--- config.mk ---
export PLATFORM = sky130hd
export DESIGN_NAME = rc4_crack_ctrl
export DESIGN_NICKNAME = d
export VERILOG_FILES = /design/src/rtl/rc4_pkg.sv /design/src/rtl/msg_char_checker.sv /design/src/rtl/rc4_crack_ctrl.sv
export SDC_FILE = /design/constraint.sdc
export NUM_CORES = 1
export LEC_CHECK = 0
export ABC_AREA = 1
export ABC_CLOCK_PERIOD_IN_PS = 2060
export CAP_MARGIN = 15
export CELL_PAD_IN_SITES_DETAIL_PLACEMENT = 2
export CELL_PAD_IN_SITES_GLOBAL_PLACEMENT = 2
export CORE_UTILIZATION = 21
export DETAILED_ROUTE_END_ITERATION = 7
export PLACE_DENSITY = 0.82
export SLEW_MARGIN = 20
export SYNTH_ARGS = -nofsm -noshare
export SYNTH_HDL_FRONTEND = slang
export SYNTH_HIERARCHICAL = 1
export SYNTH_SLANG_ARGS = --single-unit
--- constraint.sdc ---
create_clock -name clk -period 2.06 [get_ports clk]
set_clock_uncertainty 0.15 [all_clocks]
set_input_delay 0.309 -clock clk [delete_from_list [all_inputs] [get_ports clk]]
set_output_delay 0.309 -clock clk [all_outputs]
set_load 0.05 [all_outputs]
--- src/rtl/rc4_pkg.sv ---
// ---------------------------------------------------------------------------
// rc4_pkg
// Shared definitions for the RC4 key-search controller:
//   - state_t             : sequencer states (IDLE, INIT, SHUF, DEC, CHECK, DONE)
//   - CHAR_SPACE/LO/HI    : bounds of the accepted plaintext alphabet
//   - MESSAGE_LEN_DEFAULT : default decrypted message length in bytes
//   - is_msg_char()       : 1 when a byte is a space or a lowercase letter
// ---------------------------------------------------------------------------
package rc4_pkg;

    typedef enum logic [2:0] {
        IDLE,
        INIT,
        SHUF,
        DEC,
        CHECK,
        DONE
    } state_t;

    localparam logic [7:0] CHAR_SPACE = 8'h20;
    localparam logic [7:0] CHAR_LO    = 8'h61;
    localparam logic [7:0] CHAR_HI    = 8'h7A;

    localparam int MESSAGE_LEN_DEFAULT = 32;

    function automatic logic is_msg_char(input logic [7:0] c);
        return (c == CHAR_SPACE) || ((c >= CHAR_LO) && (c <= CHAR_HI));
    endfunction

endpackage

--- src/rtl/msg_char_checker.sv ---
// ---------------------------------------------------------------------------
// msg_char_checker
// Sticky "bad" flag over the decrypted message bytes.
// Ports:
//   clk, reset          : clock, asynchronous active-high reset
//   clear               : synchronous clear, wins over a same-cycle set
//   enable              : only snoop result writes while high
//   res_addr/data/wren  : snooped result-RAM write
//   bad                 : 1 once any in-range byte is outside [a-z ]
// Writes at res_addr >= MESSAGE_LEN are outside the message and ignored.
// ---------------------------------------------------------------------------
module msg_char_checker
    import rc4_pkg::*;
#(
    parameter int DATA_WIDTH  = 8,
    parameter int ADDR_WIDTH  = 8,
    parameter int MESSAGE_LEN = MESSAGE_LEN_DEFAULT
) (
    input  logic                  clk,
    input  logic                  reset,
    input  logic                  clear,
    input  logic                  enable,
    input  logic [ADDR_WIDTH-1:0] res_addr,
    input  logic [DATA_WIDTH-1:0] res_data,
    input  logic                  res_wren,
    output logic                  bad
);

    // One extra bit so a MESSAGE_LEN of 2**ADDR_WIDTH still compares correctly.
    localparam logic [ADDR_WIDTH:0] LEN = MESSAGE_LEN[ADDR_WIDTH:0];

    logic in_message;
    assign in_message = ({1'b0, res_addr} < LEN);

    always_ff @(posedge clk or posedge reset) begin
        if (reset) begin
            bad <= 1'b0;
        end else if (clear) begin
            bad <= 1'b0;
        end else if (enable && res_wren && in_message && !is_msg_char(res_data)) begin
            bad <= 1'b1;
        end
    end

endmodule

--- src/rtl/rc4_crack_ctrl.sv ---
// ---------------------------------------------------------------------------
// rc4_crack_ctrl
// Brute-force key-search sequencer. For every candidate key it runs the init,
// shuffle and decrypt stages in turn (4-phase start/finish handshakes), grants
// the single scratch RAM port to the active stage, and stops on the first key
// whose decrypted message consists only of lowercase letters and spaces.
// Ports:
//   clk, reset                 : clock, asynchronous active-high reset
//   start                      : rising edge launches a search
//   done, key_found, key_out   : result; key_out is the live candidate
//   {init,shuf,dec}_start/finish : stage handshakes
//   {init,shuf,dec}_s_*        : stage scratch requests
//   s_addr, s_data, s_wren     : muxed scratch RAM port
//   res_addr, res_data, res_wren : decrypter result writes, snooped
// Optional: define RC4_CRACK_STATS_EN to add keys_tried (CHECK cycles counted).
// ---------------------------------------------------------------------------
module rc4_crack_ctrl
    import rc4_pkg::*;
#(
    parameter int                  DATA_WIDTH  = 8,
    parameter int                  ADDR_WIDTH  = 8,
    parameter int                  MESSAGE_LEN = MESSAGE_LEN_DEFAULT,
    parameter int                  KEY_WIDTH   = 24,
    parameter logic [KEY_WIDTH-1:0] KEY_START  = 24'h000000,
    parameter logic [KEY_WIDTH-1:0] KEY_END    = 24'h3FFFFF
) (
    input  logic                  clk,
    input  logic                  reset,
    input  logic                  start,
    output logic                  done,
    output logic                  key_found,
    output logic [KEY_WIDTH-1:0]  key_out,
    output logic                  init_start,
    input  logic                  init_finish,
    output logic                  shuf_start,
    input  logic                  shuf_finish,
    output logic                  dec_start,
    input  logic                  dec_finish,
    input  logic [ADDR_WIDTH-1:0] init_s_addr,
    input  logic [DATA_WIDTH-1:0] init_s_data,
    input  logic                  init_s_wren,
    input  logic [ADDR_WIDTH-1:0] shuf_s_addr,
    input  logic [DATA_WIDTH-1:0] shuf_s_data,
    input  logic                  shuf_s_wren,
    input  logic [ADDR_WIDTH-1:0] dec_s_addr,
    input  logic [DATA_WIDTH-1:0] dec_s_data,
    input  logic                  dec_s_wren,
    output logic [ADDR_WIDTH-1:0] s_addr,
    output logic [DATA_WIDTH-1:0] s_data,
    output logic                  s_wren,
    input  logic [ADDR_WIDTH-1:0] res_addr,
    input  logic [DATA_WIDTH-1:0] res_data,
    input  logic                  res_wren
`ifdef RC4_CRACK_STATS_EN
   ,output logic [KEY_WIDTH:0]    keys_tried
`endif
);

    state_t state;
    // phase 0: start high, waiting for finish; phase 1: start low, waiting for finish to drop
    logic   phase;
    logic   start_q;
    logic   start_edge;
    logic   bad;
    logic   bad_clear;

    assign start_edge = start & ~start_q;

    // Clear on a new search and on the SHUF -> DEC transition, so each key's
    // verdict covers exactly its own decryption.
    assign bad_clear = (((state == IDLE) || (state == DONE)) && start_edge) ||
                       ((state == SHUF) && phase && !shuf_finish);

    msg_char_checker #(
        .DATA_WIDTH (DATA_WIDTH),
        .ADDR_WIDTH (ADDR_WIDTH),
        .MESSAGE_LEN(MESSAGE_LEN)
    ) u_checker (
        .clk     (clk),
        .reset   (reset),
        .clear   (bad_clear),
        .enable  (state == DEC),
        .res_addr(res_addr),
        .res_data(res_data),
        .res_wren(res_wren),
        .bad     (bad)
    );

    always_ff @(posedge clk or posedge reset) begin
        if (reset) begin
            state      <= IDLE;
            phase      <= 1'b0;
            start_q    <= 1'b0;
            init_start <= 1'b0;
            shuf_start <= 1'b0;
            dec_start  <= 1'b0;
            done       <= 1'b0;
            key_found  <= 1'b0;
            key_out    <= KEY_START;
`ifdef RC4_CRACK_STATS_EN
            keys_tried <= '0;
`endif
        end else begin
            start_q <= start;
            case (state)
                IDLE, DONE: begin
                    if (start_edge) begin
                        state      <= INIT;
                        phase      <= 1'b0;
                        init_start <= 1'b1;
                        done       <= 1'b0;
                        key_found  <= 1'b0;
                        key_out    <= KEY_START;
`ifdef RC4_CRACK_STATS_EN
                        keys_tried <= '0;
`endif
                    end
                end
                INIT: begin
                    if (!phase) begin
                        if (init_finish) begin
                            init_start <= 1'b0;
                            phase      <= 1'b1;
                        end
                    end else if (!init_finish) begin
                        phase      <= 1'b0;
                        state      <= SHUF;
                        shuf_start <= 1'b1;
                    end
                end
                SHUF: begin
                    if (!phase) begin
                        if (shuf_finish) begin
                            shuf_start <= 1'b0;
                            phase      <= 1'b1;
                        end
                    end else if (!shuf_finish) begin
                        phase     <= 1'b0;
                        state     <= DEC;
                        dec_start <= 1'b1;
                    end
                end
                DEC: begin
                    if (!phase) begin
                        if (dec_finish) begin
                            dec_start <= 1'b0;
                            phase     <= 1'b1;
                        end
                    end else if (!dec_finish) begin
                        phase <= 1'b0;
                        state <= CHECK;
                    end
                end
                CHECK: begin
`ifdef RC4_CRACK_STATS_EN
                    keys_tried <= keys_tried + 1'b1;
`endif
                    if (!bad) begin
                        key_found <= 1'b1;
                        done      <= 1'b1;
                        state     <= DONE;
                    end else if (key_out == KEY_END) begin
                        key_found <= 1'b0;
                        done      <= 1'b1;
                        state     <= DONE;
                    end else begin
                        key_out    <= key_out + 1'b1;
                        state      <= INIT;
                        init_start <= 1'b1;
                    end
                end
                default: begin
                    state <= IDLE;
                    phase <= 1'b0;
                end
            endcase
        end
    end

    // Scratch port grant follows the registered state; idle states park the port.
    always_comb begin
        s_addr = '0;
        s_data = '0;
        s_wren = 1'b0;
        case (state)
            INIT: begin
                s_addr = init_s_addr;
                s_data = init_s_data;
                s_wren = init_s_wren;
            end
            SHUF: begin
                s_addr = shuf_s_addr;
                s_data = shuf_s_data;
                s_wren = shuf_s_wren;
            end
            DEC: begin
                s_addr = dec_s_addr;
                s_data = dec_s_data;
                s_wren = dec_s_wren;
            end
            default: begin
                s_addr = '0;
                s_data = '0;
                s_wren = 1'b0;
            end
        endcase
    end

endmodule

== Yosys cells after proc, flatten, opt, wreduce, memory -nomap -nowiden ==
Index checks and enable logic that the tools add are counted.
Storage, ports and cells
  register bits after elaboration: 35
  bits in latches: 0
  RAM bits: 0
  ROM bits: 0
  input bits: 74
  output and inout bits: 46
  logic and storage cells: 112
  memories: 0
Cells by class
  add/sub/neg operators: 1
  $mul: 0
  div/mod/pow operators: 0
  magnitude comparators: 3
  equal/unequal tests: 23
  shifts and indexed selects: 0
  multiplexer cells: 46
  bitwise logic cells: 3
  reductions and logical operators: 26
Operator list (count)
  24-bit two-way mux: 3
  24-bit case mux with 2 select lines: 1
  8-bit case mux with 3 select lines: 2
  2-bit != test (second input constant): 14
  3-bit two-way mux: 9
  24-bit by 1-bit adder with 24-bit output (second input constant): 1
  24-bit by 22-bit equality test with 1-bit output (second input constant): 1
  1-bit two-way mux: 23
  3-bit case mux with 5 select lines: 1
  5-bit AND reduction: 2
  8-bit by 6-bit equality test with 1-bit output (second input constant): 1
  8-bit by 7-bit greater-or-equal comparator with 1-bit output (second input constant): 1
  8-bit by 7-bit less-or-equal comparator with 1-bit output (second input constant): 1
  8-bit by 6-bit less-than comparator with 1-bit output (second input constant): 1
  1-bit case mux with 2 select lines: 4
  2-bit nonzero test: 4
  1-bit logical AND: 7
  7-bit AND reduction: 1
  3-bit by 2-bit equality test with 1-bit output (second input constant): 2
  3-bit equality test (second input constant): 2
  1-bit case mux with 3 select lines: 2
  6-bit AND reduction: 1
  1-bit case mux with 5 select lines: 1
  4-bit AND reduction: 1
  12 further kinds: 16

== Logic depth before layout (Yosys ltp) ==
Gate-level depths: netlist (run 1).
  word-level depth: 7
  mapped depth: 10
  gate-level depth less buffers: 10

== Cells and area by module ==
The synthesis (run 1) kept the hierarchy.
By module, submodules not included
  rc4_crack_ctrl: times used 1, cells an instance 374, area an instance 2536.2 um^2, seq. area each 850.8 um^2
  msg_char_checker: times used 1, cells an instance 22, area an instance 136.4 um^2, seq. area each 25.0 um^2

== Worst setup path after synthesis (run 1) ==
OpenSTA, ideal clock, no wires.
  kind: register -> register
  from: reg key_out[0]
  to: reg key_out[13]
  library setup time: 0.074 ns
  arrival time: 1.953 ns
  required time: 1.836 ns
  slack: -0.117 ns
  cell stages (with the launch flop): 11
  buffers on the path: 1
  period minus slack after synthesis: 2.177 ns
  path through: dfrtp_1 ha_1 inv_1 nor2_4 nand2_2 nor2_4 nand2_2 nand3_4 buf_12 nand2_2 o21ai_2
On the way
  word-level cells in the longest chain between the ends: 4
  elaborated cells between the ends (all ways): 7
  those cells by class: add/sub: 1; eq/ne: 2; mux: 3; reduce/logical: 1
RTL lines
  start, declared: RTL line rc4_crack_ctrl.sv:32  | output logic [KEY_WIDTH-1:0] key_out,
  start signal, assigned: RTL line rc4_crack_ctrl.sv:167  | key_out <= key_out + 1'b1;
  24-bit by 1-bit adder with 24-bit output: RTL line rc4_crack_ctrl.sv:167
  24-bit two-way mux: RTL line rc4_crack_ctrl.sv:162  | end else if (key_out == KEY_END) begin
  24-bit two-way mux: RTL line rc4_crack_ctrl.sv:158  | if (!bad) begin
  24-bit case mux with 2 select lines: RTL line rc4_crack_ctrl.sv:105  | case (state)
Several ways; a longest one is shown, not always the timed one. The select of a mux whose other input is x is not followed.
A chain may end at the register's enable or synchronous reset.

== Worst setup path after layout (run 1) ==
  from: reg state[2]
  to: out s_data[5]
On the way
  word-level cells in the longest chain between the ends: 2
  elaborated cells between the ends (all ways): 4
  those cells by class: eq/ne: 3; mux: 1
RTL lines
  start, declared: RTL line rc4_crack_ctrl.sv:59  | state_t state;
  start signal, assigned: RTL line rc4_crack_ctrl.sv:91  | state <= IDLE;
  start signal, assigned: RTL line rc4_crack_ctrl.sv:108  | state <= INIT;
  start signal, assigned: RTL line rc4_crack_ctrl.sv:127  | state <= SHUF;
  3-bit by 2-bit equality test with 1-bit output / 3-bit by 1-bit equality test with 1-bit output (equally long branches): RTL line rc4_crack_ctrl.sv:185  | case (state)
  8-bit case mux with 3 select lines (*): RTL line rc4_crack_ctrl.sv:185
  end, declared: RTL line rc4_crack_ctrl.sv:49  | output logic [DATA_WIDTH-1:0] s_data,
Mark *: on every way between the ends. The rest lies on a longest branch, timed or not.

==> results of run 1 <==
-- how the worst max path moves through the flow --
stage | start | end | cells after the start
after CTS | state[2] | s_data[2] | 7
final | state[2] | s_data[5] | 7
after global placement | start | init_start | 9
after detailed placement | start | state[2] | 8
after global routing | state[2] | s_data[5] | 7
after floorplan | state[1] | s_addr[5] | 6
-- routing by layer --
layer | part of all wire (%) | GRT usage (%) | vias to the layer above | wire length [um]
met2 | 54 | 34.7 | 107 | 5970
met4 | 1.4 | 4.50 | 0 | 157
met3 | 7.5 | 5.32 | 13 | 830
met5 | 0 | 0 | - | 0
li1 | - | - | 1501 | -
met1 | 37 | 18.3 | 1564 | 4170
-- state kept, by name, indices dropped and copies added (netlist names) --
name	flops
dec_start	1
done	1
init_start	1
key_found	1
key_out	24
phase	1
shuf_start	1
start_q	1
state	3
u_checker/bad	1
-- final cells by class --
cell class	instances	area share [%]
Clock buffer	8	3.46
Multi-Input combinational cell	317	37.4
Timing Repair Buffer	133	32.2
Sequential cell	35	19.5
Inverter	33	2.74
Tap cell	168	4.66
-- kinds of logic after synthesis --
logic type               Yosys count
AO/OA/AOI/OAI                     41
flip-flops                        35
AND/OR/NAND/NOR                  263
XOR/XNOR                          12
adder cells (fa/ha/maj)            1
buffers and inverters             44
-- what timing repair did --
| action | CTS | global route |
|---|---|---|
| endpoints found under the setup margin | 17 | 22 |
| resized for setup | 9 | 20 |
| setup buffers | 1 | 1 |
-- through the flow --
step | cells | utilization, %
final | 694 | 37.0
after global routing | 694 | 37.0
after CTS | 693 | 36.2
after detailed placement | 684 | 34.6
after global placement | 684 | 34.6
after floorplan | 396 | -
-- layout by cell type, fill, tap and decap left out, types with 7 or more instances in the layout --
cell	n
nor2_1	42
nand3_2	15
xnor2_1	9
dfrtp_1	30
clkdlybuf4s50_1	71
nand3_1	16
o21ai_2	16
inv_1	29
o21ai_1	7
buf_4	40
nand2_1	149
o21ai_0	9
buf_12	22
nand2_2	19
-- power breakdown --
part	leakage (nW)	switching (mW)	internal (mW)	total, mW
combinational	1.38	1.98	1.44	3.42
clock	0.0772	0.296	0.516	0.812
sequential	0.463	0.0910	0.787	0.878
total	1.92	2.37	2.74	5.11
==> metrics.md, run 1 <==
| Metric | Value |
|---|---|
| Outcome | finished, final reports clean |
| Post-synthesis area per instance | roughly 6.7 sq um |
| Core Rows | 40 |
| Leakage power | between 1.5 and 2 nW |
| Ys Warns | 6 |
| Synth Area in Adders | less than 1% |
| Clock latency on the worst-skew pair | 0.28 ns |
| RSZ-0062 raised after global routing | true |
| Area of the multi-input gates | between 0.0015 and 0.002 sq mm |
| Wire per inst | approximately 16 um |
| Clock Tree Buf Depth | 2 |
| CTS Hold Bufs | 0 |
| CTS clk-pin slew, worst paths | around 0.060 ns |
| PD cells | 1130 mW/mm^2 |
| Core ar. | 0.0122 sq mm |
| Post-synth EDFFs | 0 |
| Relative slew slack | 65.9% |
| Most used DFF post-synth | dfrtp_1 |
| Initial drt markers | roughly 90 |
| Worst Reg-to-Reg Cells | 9 |
| Total Routed Length | roughly 11 mm |
| Die ar. | around 0.013 sq mm |
| Post-DP HPWL | 8.78 mm |
| Placer Congestion | 0.809 |
| Crit-path leading delay family | flip-flops |
| Ports | 120 |
| Worst r2r dst | key_out[0] |
| Slew @ Worst Pin | 0.511 ns |
| Initial antenna violation count | 0 |
| First-pass GRT wire length | about 18 mm |
| Setup slack after layout | about 0.05 ns |
| Fraction of the mapped netlist area in simple logic gates | between 40% and 50% |
| I/O Buffers | 114 |
| Post-Place Cell Area | approximately 0.0042 sq mm |
| Most frequent cell on the critical path | buf_12 |
| Compound-Gate Fraction of Synth Area | about a tenth |
| Final setup TNS | 0 ns |
| Buf/Inv on CP | 3 |
| Ranking of synthesized cells by area | dfrtp_1 (33%), nand2_1 (21%), nor2_1 (6.3%) |
| Synth top area share | around 33% |
| Pins Over Slew Limit | 0 |
| # H-tree levels | 2 |
| Critical path type | register to output port |
| N_diodes | 0 |
| Setup WS pre-CTS | ~0.094 ns |
| Final-report hold violation count | 0 |
| Fin nets | 600 |
| R2r setup slk | approximately 0.16 ns |
| GRT Residual Overflow | 0 |
| FF-to-FF Start | state[0] |
| CP cell instances | inv_2 -> nand2_4 -> nor2_4 -> buf_12 -> nand2_1 -> nand3_2 -> buf_12 |
| VDD IR-drop max | between 0.7 and 0.8 mV |
| Area leader, netlist | dfrtp_1 |
| Routed vias | 3,185 |
| Die W | 115 um |
| Drt first pass iters | 4 |
| Synthesized cell area | between 0.002 and 0.003 sq mm |
| Root buf cell | clkbuf_16 |
| Initial Utilization | a little over a fifth |
| DR DRC count | 0 |
| # fillers | between 1,000 and 1,500 |
| Max-cap violations | 0 |
| Top cells by count, synth | nand2_1 (150), nor2_1 (45), dfrtp_1 (35), nand3_1 (31), inv_1 (30) |
| Final setup violation count | 0 |
| Worst hold slack | about 0.054 ns |
| Max frequency | around 500 MHz |
| Inserted Clock Buffers | 5 |
| Share of cells above drive strength 1 | roughly 28% |
| GRT Util Overall | between 15 and 20% |
| Critical Path RT | between 1.5 and 2 ns |
| Post-DRT Antenna Nets | 0 |
| Chip Height | about 110 um |
| Crit path largest cell delay | roughly 0.45 ns |
| Crit path DAT | 1.55 ns |
| Clk sinks | 35 |
| Routed vias/inst | approximately 4.6 |
| Hold Path Class | primary input to asynchronous set/reset pin |
| Syn_nets | 471 |
| Final instance area | ~0.0045 sq mm |
| CP endpoint kind | output port |
| Sequential Area | 882 sq um |
| Syn-to-layout area delta | 68.9% |
| Post-synthesis mux area share | 0% |
| Seq/Total Area, Yosys | between 30 and 40% |
| Mapped Cells | 396 |
| Largest net degree at the start of global routing | 29 |
| Crit Path Max Fanout | 20 |
| Tot Pwr | slightly above 5 mW |
| Async set-or-reset flop fraction in the synthesized netlist | between 90% and 100% |
| CTS tree | done |
| Final Critical Period | around 2.0 ns |
| Vias in the first global route | around 3,600 |
| Crit-path slowest cell | dfrtp_2 |
| Yosys cell types | 33 |
| Flops & latches, synth | 35 |
| Crit start category | register |
| Period utilization | 97.5% |
| Combinational family with the most area after synthesis | simple AND/OR/NAND/NOR gates |
| Top-count cell post-synth | nand2_1 |
| Synth Area in XOR/XNOR | under 10% |
(Power assumes the default switching activity.)
==> inputs of run 2 (changes only) <==
--- a/config.mk
+++ b/config.mk
@@ -5,14 +5,14 @@
 export SDC_FILE = /design/constraint.sdc
 export NUM_CORES = 1
 export LEC_CHECK = 0
-export ABC_AREA = 1
 export ABC_CLOCK_PERIOD_IN_PS = 2060
 export CAP_MARGIN = 15
 export CELL_PAD_IN_SITES_DETAIL_PLACEMENT = 2
 export CELL_PAD_IN_SITES_GLOBAL_PLACEMENT = 2
-export CORE_UTILIZATION = 21
+export CORE_MARGIN = 2
+export CORE_UTILIZATION = 23
 export DETAILED_ROUTE_END_ITERATION = 7
-export PLACE_DENSITY = 0.82
+export PLACE_DENSITY = 0.83
 export SLEW_MARGIN = 20
 export SYNTH_ARGS = -nofsm -noshare
 export SYNTH_HDL_FRONTEND = slang
==> metrics.md, run 2 <==
| Metric | Value |
|---|---|
| Area leader, netlist | dfrtp_1 |
| Top-count cell post-synth | dfrtp_1 |
| Final instance area | 0.00510 sq mm (+13%) |
| Mapped Cells | 312 (-21%) |
| Core Rows | 39 (-2.5%) |
| Routed vias | 3,343 (+5.0%) |
| Most frequent cell on the critical path | buf_12 |
| Ranking of synthesized cells by area | dfrtp_1 (33%), mux2_2 (7.6%), a22oi_1 (5.4%) |
| Setup WS pre-CTS | -0.0662 ns (-0.160 ns) |
| Tot Pwr | 7.91 mW (+55%) |
| Fraction of the mapped netlist area in simple logic gates | 24.3% (-20 points) |
| Biggest regs | key_out x24, state x3 |
| Die W | 112 um (-2.9%) |
| Reg with most FFs | key_out |
| Share of cells above drive strength 1 | 46.1% (+18 points) |
| Synthesized cell area | 0.00266 sq mm (-0.51%) |
| Slew @ Worst Pin | 0.515 ns (+0.00404 ns) |
| Post-Place Cell Area | 0.00464 sq mm (+9.9%) |
| Seq pwr share | 16.3% (-0.9 points) |
| Yosys cell types | 59 (+79%) |
| Seq/Total Area, Yosys | 32.9% (+0.17 points) |
| Hold Path Class | primary input to asynchronous set/reset pin |
| Total Routed Length | 13.5 mm (+22%) |
| Largest net degree at the start of global routing | 35 (+21%) |
| Crit Path Max Fanout | 17 (-15%) |
| Most used DFF post-synth | dfrtp_1 |
| Crit start category | register |
| CTS tree | done |
| Failing checks | setup timing |
| Period utilization | 102% (+4.7 points) |
| Max frequency | 475 MHz (-4.6%) |
| Crit path DAT | 1.65 ns (+0.10 ns) |
| GRT Residual Overflow | 0 (unchanged) |
| Post-synthesis mux area share | 8.00% (+8.0 points) |
| First-pass GRT wire length | 21.3 mm (+17%) |
| Setup slack after layout | -0.0459 ns (-0.0967 ns) |
| Post-synthesis area per instance | 8.52 sq um (+26%) |
| Clock latency on the worst-skew pair | 0.29 ns (about the same) |
| Root buf cell | clkbuf_16 |
| Clk sinks | 35 (unchanged) |
| Post-synth EDFFs | 0 (unchanged) |
| Relative slew slack | 65.6% (-0.27 points) |
| # H-tree levels | 2 (unchanged) |
| Final-report hold violation count | 0 (unchanged) |
| Post-DRT Antenna Nets | 0 (unchanged) |
| I/O Buffers | 114 (unchanged) |
| Leakage power | 2.08 nW (+8.3%) |
| PD cells | 1550 mW/mm^2 (+37%) |
| Largest register FFs | 24 (unchanged) |
| Placer Congestion | 0.823 (+1.7%) |
| Final core occ | 44.9% (+7.9 points) |
| Post-DP HPWL | 9.87 mm (+12%) |
| Max-cap violations | 0 (unchanged) |
| Final Critical Period | 2.11 ns (+0.0967 ns) |
| Ys Warns | 6 (unchanged) |
| CP endpoint kind | output port |
| Compound-Gate Fraction of Synth Area | 28.3% (+18 points) |
| Most frequent cells in the layout | buf_4 (86), clkdlybuf4s50_1 (74), nand2_1 (21), dfrtp_2 (21), buf_12 (18) |
| DR DRC count | 0 (unchanged) |
| Syn-to-layout area delta | 91.9% |
| Wire per inst | 21.6 um (+35%) |
| Drt first pass iters | 4 (unchanged) |
| Final setup TNS | -0.290 ns (-0.290 ns) |
| Clock Tree Buf Depth | 2 (unchanged) |
| N_diodes | 0 (unchanged) |
| Initial antenna violation count | 0 (unchanged) |
| CTS Hold Bufs | 0 (unchanged) |
| CP cell instances | buf_12 -> mux2_2 -> a22oi_2 -> nor2_4 -> buf_12 |
| Die ar. | 0.0124 sq mm (-5.7%) |
| Crit-path slowest cell | dfrtp_2 |
| VDD IR-drop max | 0.885 mV (+26%) |
| R2r setup slk | -0.02 ns (-0.18 ns) |
| Combinational family with the most area after synthesis | compound AO/OA/AOI/OAI gates |
| Critical Path RT | 1.60 ns (about the same) |
| Synth Area in XOR/XNOR | 0.329% (-3.6 points) |
| Combinational power share | 74.1% (+7.2 points) |
| Outcome | finished with violations |
| Synth Area in Adders | 0.471% (+0.0024 points) |
| Vias in the first global route | 3,952 (+8.4%) |
| Commonest non-fill, non-tap cell in the layout | buf_4 |
| Crit path largest cell delay | 0.41 ns (-0.04 ns) |
| # fillers | 1,199 (-18%) |
| Final setup violation count | 16 (+16) |
| Ports | 120 (unchanged) |
| Synth top area share | 32.9% (+0.17 points) |
| Chip Height | 112 um (-2.9%) |
| Sw Ratio | 50.9% (+4.5 points) |
| Inserted Clock Buffers | 5 (unchanged) |
| Pins Over Slew Limit | 0 (unchanged) |
| Fin nets | 558 (-7.0%) |
| Flops & latches, synth | 35 (unchanged) |
| Pint | 3.89 mW (+42%) |
| Routed vias/inst | 5.33 (+16%) |
| GRT Util Overall | 21.6% (+3.9 points) |
| Top cells by count, synth | dfrtp_1 (35), nor2_1 (29), nand2_1 (21), a22oi_1 (19), a31oi_1 (19) |
| RSZ-0062 raised after global routing | true |
| CTS clk-pin slew, worst paths | 0.06 ns (about the same) |
| Syn_nets | 387 (-18%) |
| Initial drt markers | 78 (-11%) |
| Switch Pwr | 4.02 mW (+70%) |
| Initial Utilization | 23.4% (+1.5 points) |
| Core ar. | 0.0114 sq mm (-6.9%) |
| Critical path type | register to output port |
| Clock power frac | 9.6% (-6.3 points) |
| Async set-or-reset flop fraction in the synthesized netlist | 100% (unchanged) |
## run 2: worst max-delay path: cells and delay by family (launching register included)
kind,cells,cell delay [ns]
buffers and inverters,2,0.32
AND/OR/NAND/NOR,1,0.06
flip-flops,1,0.41
AO/OA/AOI/OAI,1,0.19
multiplexers,1,0.37
## run 2: timing repair
action / 4_1_cts / 5_1_grt
pin swaps: 1 / 2
setup buffers: 4 / 3
setup endpoints to repair: 33 / 41
resized for setup: 27 / 31
gates cloned: 2 / 0
## run 2: power by group through the flow
stage	Combinational, mW	Clock [mW]	Sequential (mW)
4_1_cts	5.71	0.779	1.29
2_1_floorplan	2.27	0	2.10
5_1_grt	6.18	0.799	1.33
6_report	5.86	0.761	1.29
3_5_place_dp	5.45	0	1.30
3_3_place_gp	5.28	0	1.27
## run 2: stage by stage
stage / hold slack, ns / std cells
5_1_grt: 0.0498 / 627
6_report: 0.0291 / 627
3_3_place_gp: 0.312 / 610
4_1_cts: 0.0277 / 624
2_1_floorplan: -0.112 / 312
3_5_place_dp: 0.333 / 610
## run 2: area by class of cell
class | count | area, sq um | area share [%]
timing repair buffer | 187 | 1850 | 36.4
sequential | 35 | 902 | 17.7
clock inverter | 1 | 5.00 | 0.0981
multi-input combinational | 246 | 2000 | 39.2
inverter | 8 | 30.0 | 0.589
clock buffer | 7 | 133 | 2.60
tap | 143 | 179 | 3.51
## run 2: path summary, 6_finish.rpt
check,from,to,cells after the start
max,state[1],s_addr[6],5
min,reset,u_checker/bad,2
max reg2reg,state[1],key_out[8],6
min reg2reg,done,done,1
max in group asynchronous,reset,state[1],3
min in group clk,done,done,1
## run 2: logic make-up after synthesis
group           count (synthesis)
simple gates                  119
compound gates                106
flops                          35
buf+inv                        31
mux                            19
xor+xnor                        1
fa+ha+maj                       1
## run 2: metal layers
layer	vias to the layer above	track usage (%)	part of all wire [%]	wire [um]
met3	17	5.77	6.4	865
met4	0	6.58	1.8	246
met1	1670	22.4	37	4940
li1	1538	-	-	-
met2	118	42.2	55	7480
met5	-	0	0	0
==> inputs of run 3 (changes only) <==
==> constraint.sdc (replaced) <==
create_clock -name clk -period 2.06 [get_ports clk]
set_clock_uncertainty 0.15 [all_clocks]
set_input_delay 0.412 -clock clk [delete_from_list [all_inputs] [get_ports clk]]
set_output_delay 0.412 -clock clk [all_outputs]
set_load 0.05 [all_outputs]
==> metrics.md, run 3 (same netlist as run 2, synthesis figures left out) <==
| Metric | Value |
|---|---|
| Fin nets | 566 (+1.4%) |
| VDD IR-drop max | 0.963 mV (+8.8%) |
| Initial drt markers | 143 (+83%) |
| Clock Tree Buf Depth | 2 (unchanged) |
| RSZ-0062 raised after global routing | true |
| CTS Hold Bufs | 0 (unchanged) |
| Leakage power | 2.21 nW (+6.1%) |
| Total Routed Length | 16.6 mm (+23%) |
| Crit-path slowest cell | dfrtp_2 |
| Final setup TNS | -3.66 ns (-3.37 ns) |
| # H-tree levels | 2 (unchanged) |
| Biggest regs | key_out x24, state x3 |
| Clk sinks | 35 (unchanged) |
| Hold Path Class | primary input to asynchronous set/reset pin |
| Crit path largest cell delay | 0.43 ns (+0.02 ns) |
| Switch Pwr | 4.30 mW (+6.9%) |
| Max frequency | 450 MHz (-5.2%) |
| Non-Filler Instances | 635 (+1.3%) |
| Slew @ Worst Pin | 0.390 ns (-0.125 ns) |
| Initial antenna violation count | 0 (unchanged) |
| Met2 WL post-DR | 9.02 mm (+21%) |
| Core ar. | 0.0114 sq mm (unchanged) |
| Ports | 120 (unchanged) |
| Failing checks | setup timing |
| Syn-to-layout area delta | 103% |
| I/O Buffers | 114 (unchanged) |
| CTS clk-pin slew, worst paths | 0.06 ns (about the same) |
| Largest net degree at the start of global routing | 35 (unchanged) |
| Crit Path Max Fanout | 5 (-12) |
| CP cell instances | buf_4 -> mux2_2 -> a22oi_2 -> nor2_4 -> buf_12 |
| R2r setup slk | -0.14 ns (-0.12 ns) |
| Met1 wire length | 6.08 mm (+23%) |
| Top layer in use | met4 |
| CP endpoint kind | output port |
| Combinational power share | 74.0% (about the same) |
| Setup slack after layout | -0.162 ns (-0.117 ns) |
| Inserted Clock Buffers | 5 (unchanged) |
| Sequential Area | 903 sq um (+0.14%) |
| Critical path type | register to output port |
| Relative slew slack | 73.8% (+8.2 points) |
| Crit path DAT | 1.66 ns (about the same) |
| Post-DRT Antenna Nets | 0 (unchanged) |
| Final-report hold violation count | 0 (unchanged) |
| Vias in the first global route | 3,890 (-1.6%) |
| Largest register FFs | 24 (unchanged) |
| Pint | 4.00 mW (+3.0%) |
| Clock latency on the worst-skew pair | 0.29 ns (about the same) |
| Most frequent cells in the layout | buf_4 (94), clkdlybuf4s50_1 (68), dfrtp_2 (22) |
| Initial Utilization | 23.4% (unchanged) |
| Max-cap violations | 0 (unchanged) |
| First-pass GRT wire length | 22.3 mm (+4.7%) |
| Routed vias/inst | 5.54 (+4.0%) |
| Die ar. | 0.0124 sq mm (unchanged) |
| Seq pwr share | 16.7% (+0.4 points) |
| GRT Residual Overflow | 0 (unchanged) |
| Clock power frac | 9.3% (-0.3 points) |
| Wire length on met3 | 982 um (+14%) |
| # fillers | 1,136 (-5.3%) |
| DR DRC count | 0 (unchanged) |
| Critical Path RT | 1.50 ns (-0.10 ns) |
| Outcome | finished with violations |
| Core Rows | 39 (unchanged) |
| Period utilization | 108% (+5.7 points) |
| GRT Util Overall | 22.7% (+1.1 points) |
| Wire per inst | 26.2 um (+21%) |
| Crit-path leading delay family | flip-flops |
| Post-DP HPWL | 9.77 mm (-0.98%) |
| Sw Ratio | 51.8% (+0.93 points) |
| Root buf cell | clkbuf_16 |
| Die W | 112 um (unchanged) |
| Post-Place Cells | 610 (unchanged) |
| PD cells | 1540 mW/mm^2 (-0.56%) |
| Pins Over Slew Limit | 0 (unchanged) |
| Placer Congestion | 0.839 (+2.0%) |
| Commonest non-fill, non-tap cell in the layout | buf_4 |
| Buf/Inv on CP | 2 (unchanged) |
| Share of cells above drive strength 1 | 52.6% (+6.6 points) |
| Final setup violation count | 43 (+27) |
| Routed vias | 3,521 (+5.3%) |
| N_diodes | 0 (unchanged) |
| Drt first pass iters | 4 (unchanged) |
| Setup WS pre-CTS | -0.269 ns (-0.203 ns) |
| Final Critical Period | 2.22 ns (+0.117 ns) |
| Chip Height | 112 um (unchanged) |
| Crit start category | register |
| Reg with most FFs | key_out |
| CTS tree | done |
| Area of the multi-input gates | 0.00221 sq mm (+11%) |
==> run 3: cell count changes in the layout (fill, tap and decap cells not counted), moves of 3 or more <==
| cell | previous run | this run |
|---|---|---|
| a21oi_4 | 0 | 3 |
| o31ai_4 | 0 | 4 |
| buf_6 | 6 | 12 |
| mux2_2 | 17 | 8 |
| clkdlybuf4s50_1 | 74 | 68 |
| nand3_2 | 1 | 4 |
| mux2_4 | 1 | 10 |
| nand3_1 | 14 | 11 |
| buf_4 | 86 | 94 |
| o31ai_1 | 9 | 5 |
==> run 3: cell type report <==
class,count,share of cell area (%)
Multi-Input combinational cell,247,41.0
Timing Repair Buffer,194,35.7
Sequential cell,35,16.8
Tap cell,143,3.32
Clock buffer,6,2.39
Inverter,8,0.557
Clock inverter,2,0.232
==> run 3: final timing paths <==
path,to,startpoint,cells past startpoint
min reg2reg,done,done,1
max,s_addr[7],state[1],5
min,u_checker/bad,reset,2
min in group clk,done,done,1
max reg2reg,key_out[4],key_out[0],9
max in group asynchronous,key_out[2],reset,3
==> run 3: metrics by stage <==
| step | area [sq um] | total power, mW | hold slack [ns] | util, % |
|---|---|---|---|---|
| final | 5390 | 8.31 | 0.153 | 47.4 |
| after detailed placement | 4640 | 6.73 | 0.363 | 40.8 |
| after global routing | 5390 | 8.66 | 0.170 | 47.4 |
| after CTS | 5000 | 7.74 | 0.158 | 44.0 |
| after global placement | 4640 | 6.54 | 0.338 | 40.8 |
| after floorplan | 2870 | 4.40 | -0.00929 | - |
==> run 3: timing repair <==
item / CTS / global route
buffers inserted: 7 / 7
pin swaps: 7 / 17
setup endpoints to repair: 44 / 46
gates cloned: 2 / 1
gates resized for setup: 38 / 69
==> run 3: metal layers <==
layer	global-route usage, %	up-vias
li1	-	1562
met4	6.42	0
met5	0	-
met1	25.3	1761
met3	4.57	39
met2	43.6	159
==> run 3: power by group through the flow <==
stage	combinational [mW]	sequential, mW	clock [mW]
2_1_floorplan	2.29	2.10	0
4_1_cts	5.66	1.32	0.761
5_1_grt	6.42	1.42	0.815
3_3_place_gp	5.26	1.29	0
6_report	6.14	1.39	0.771
3_5_place_dp	5.41	1.32	0
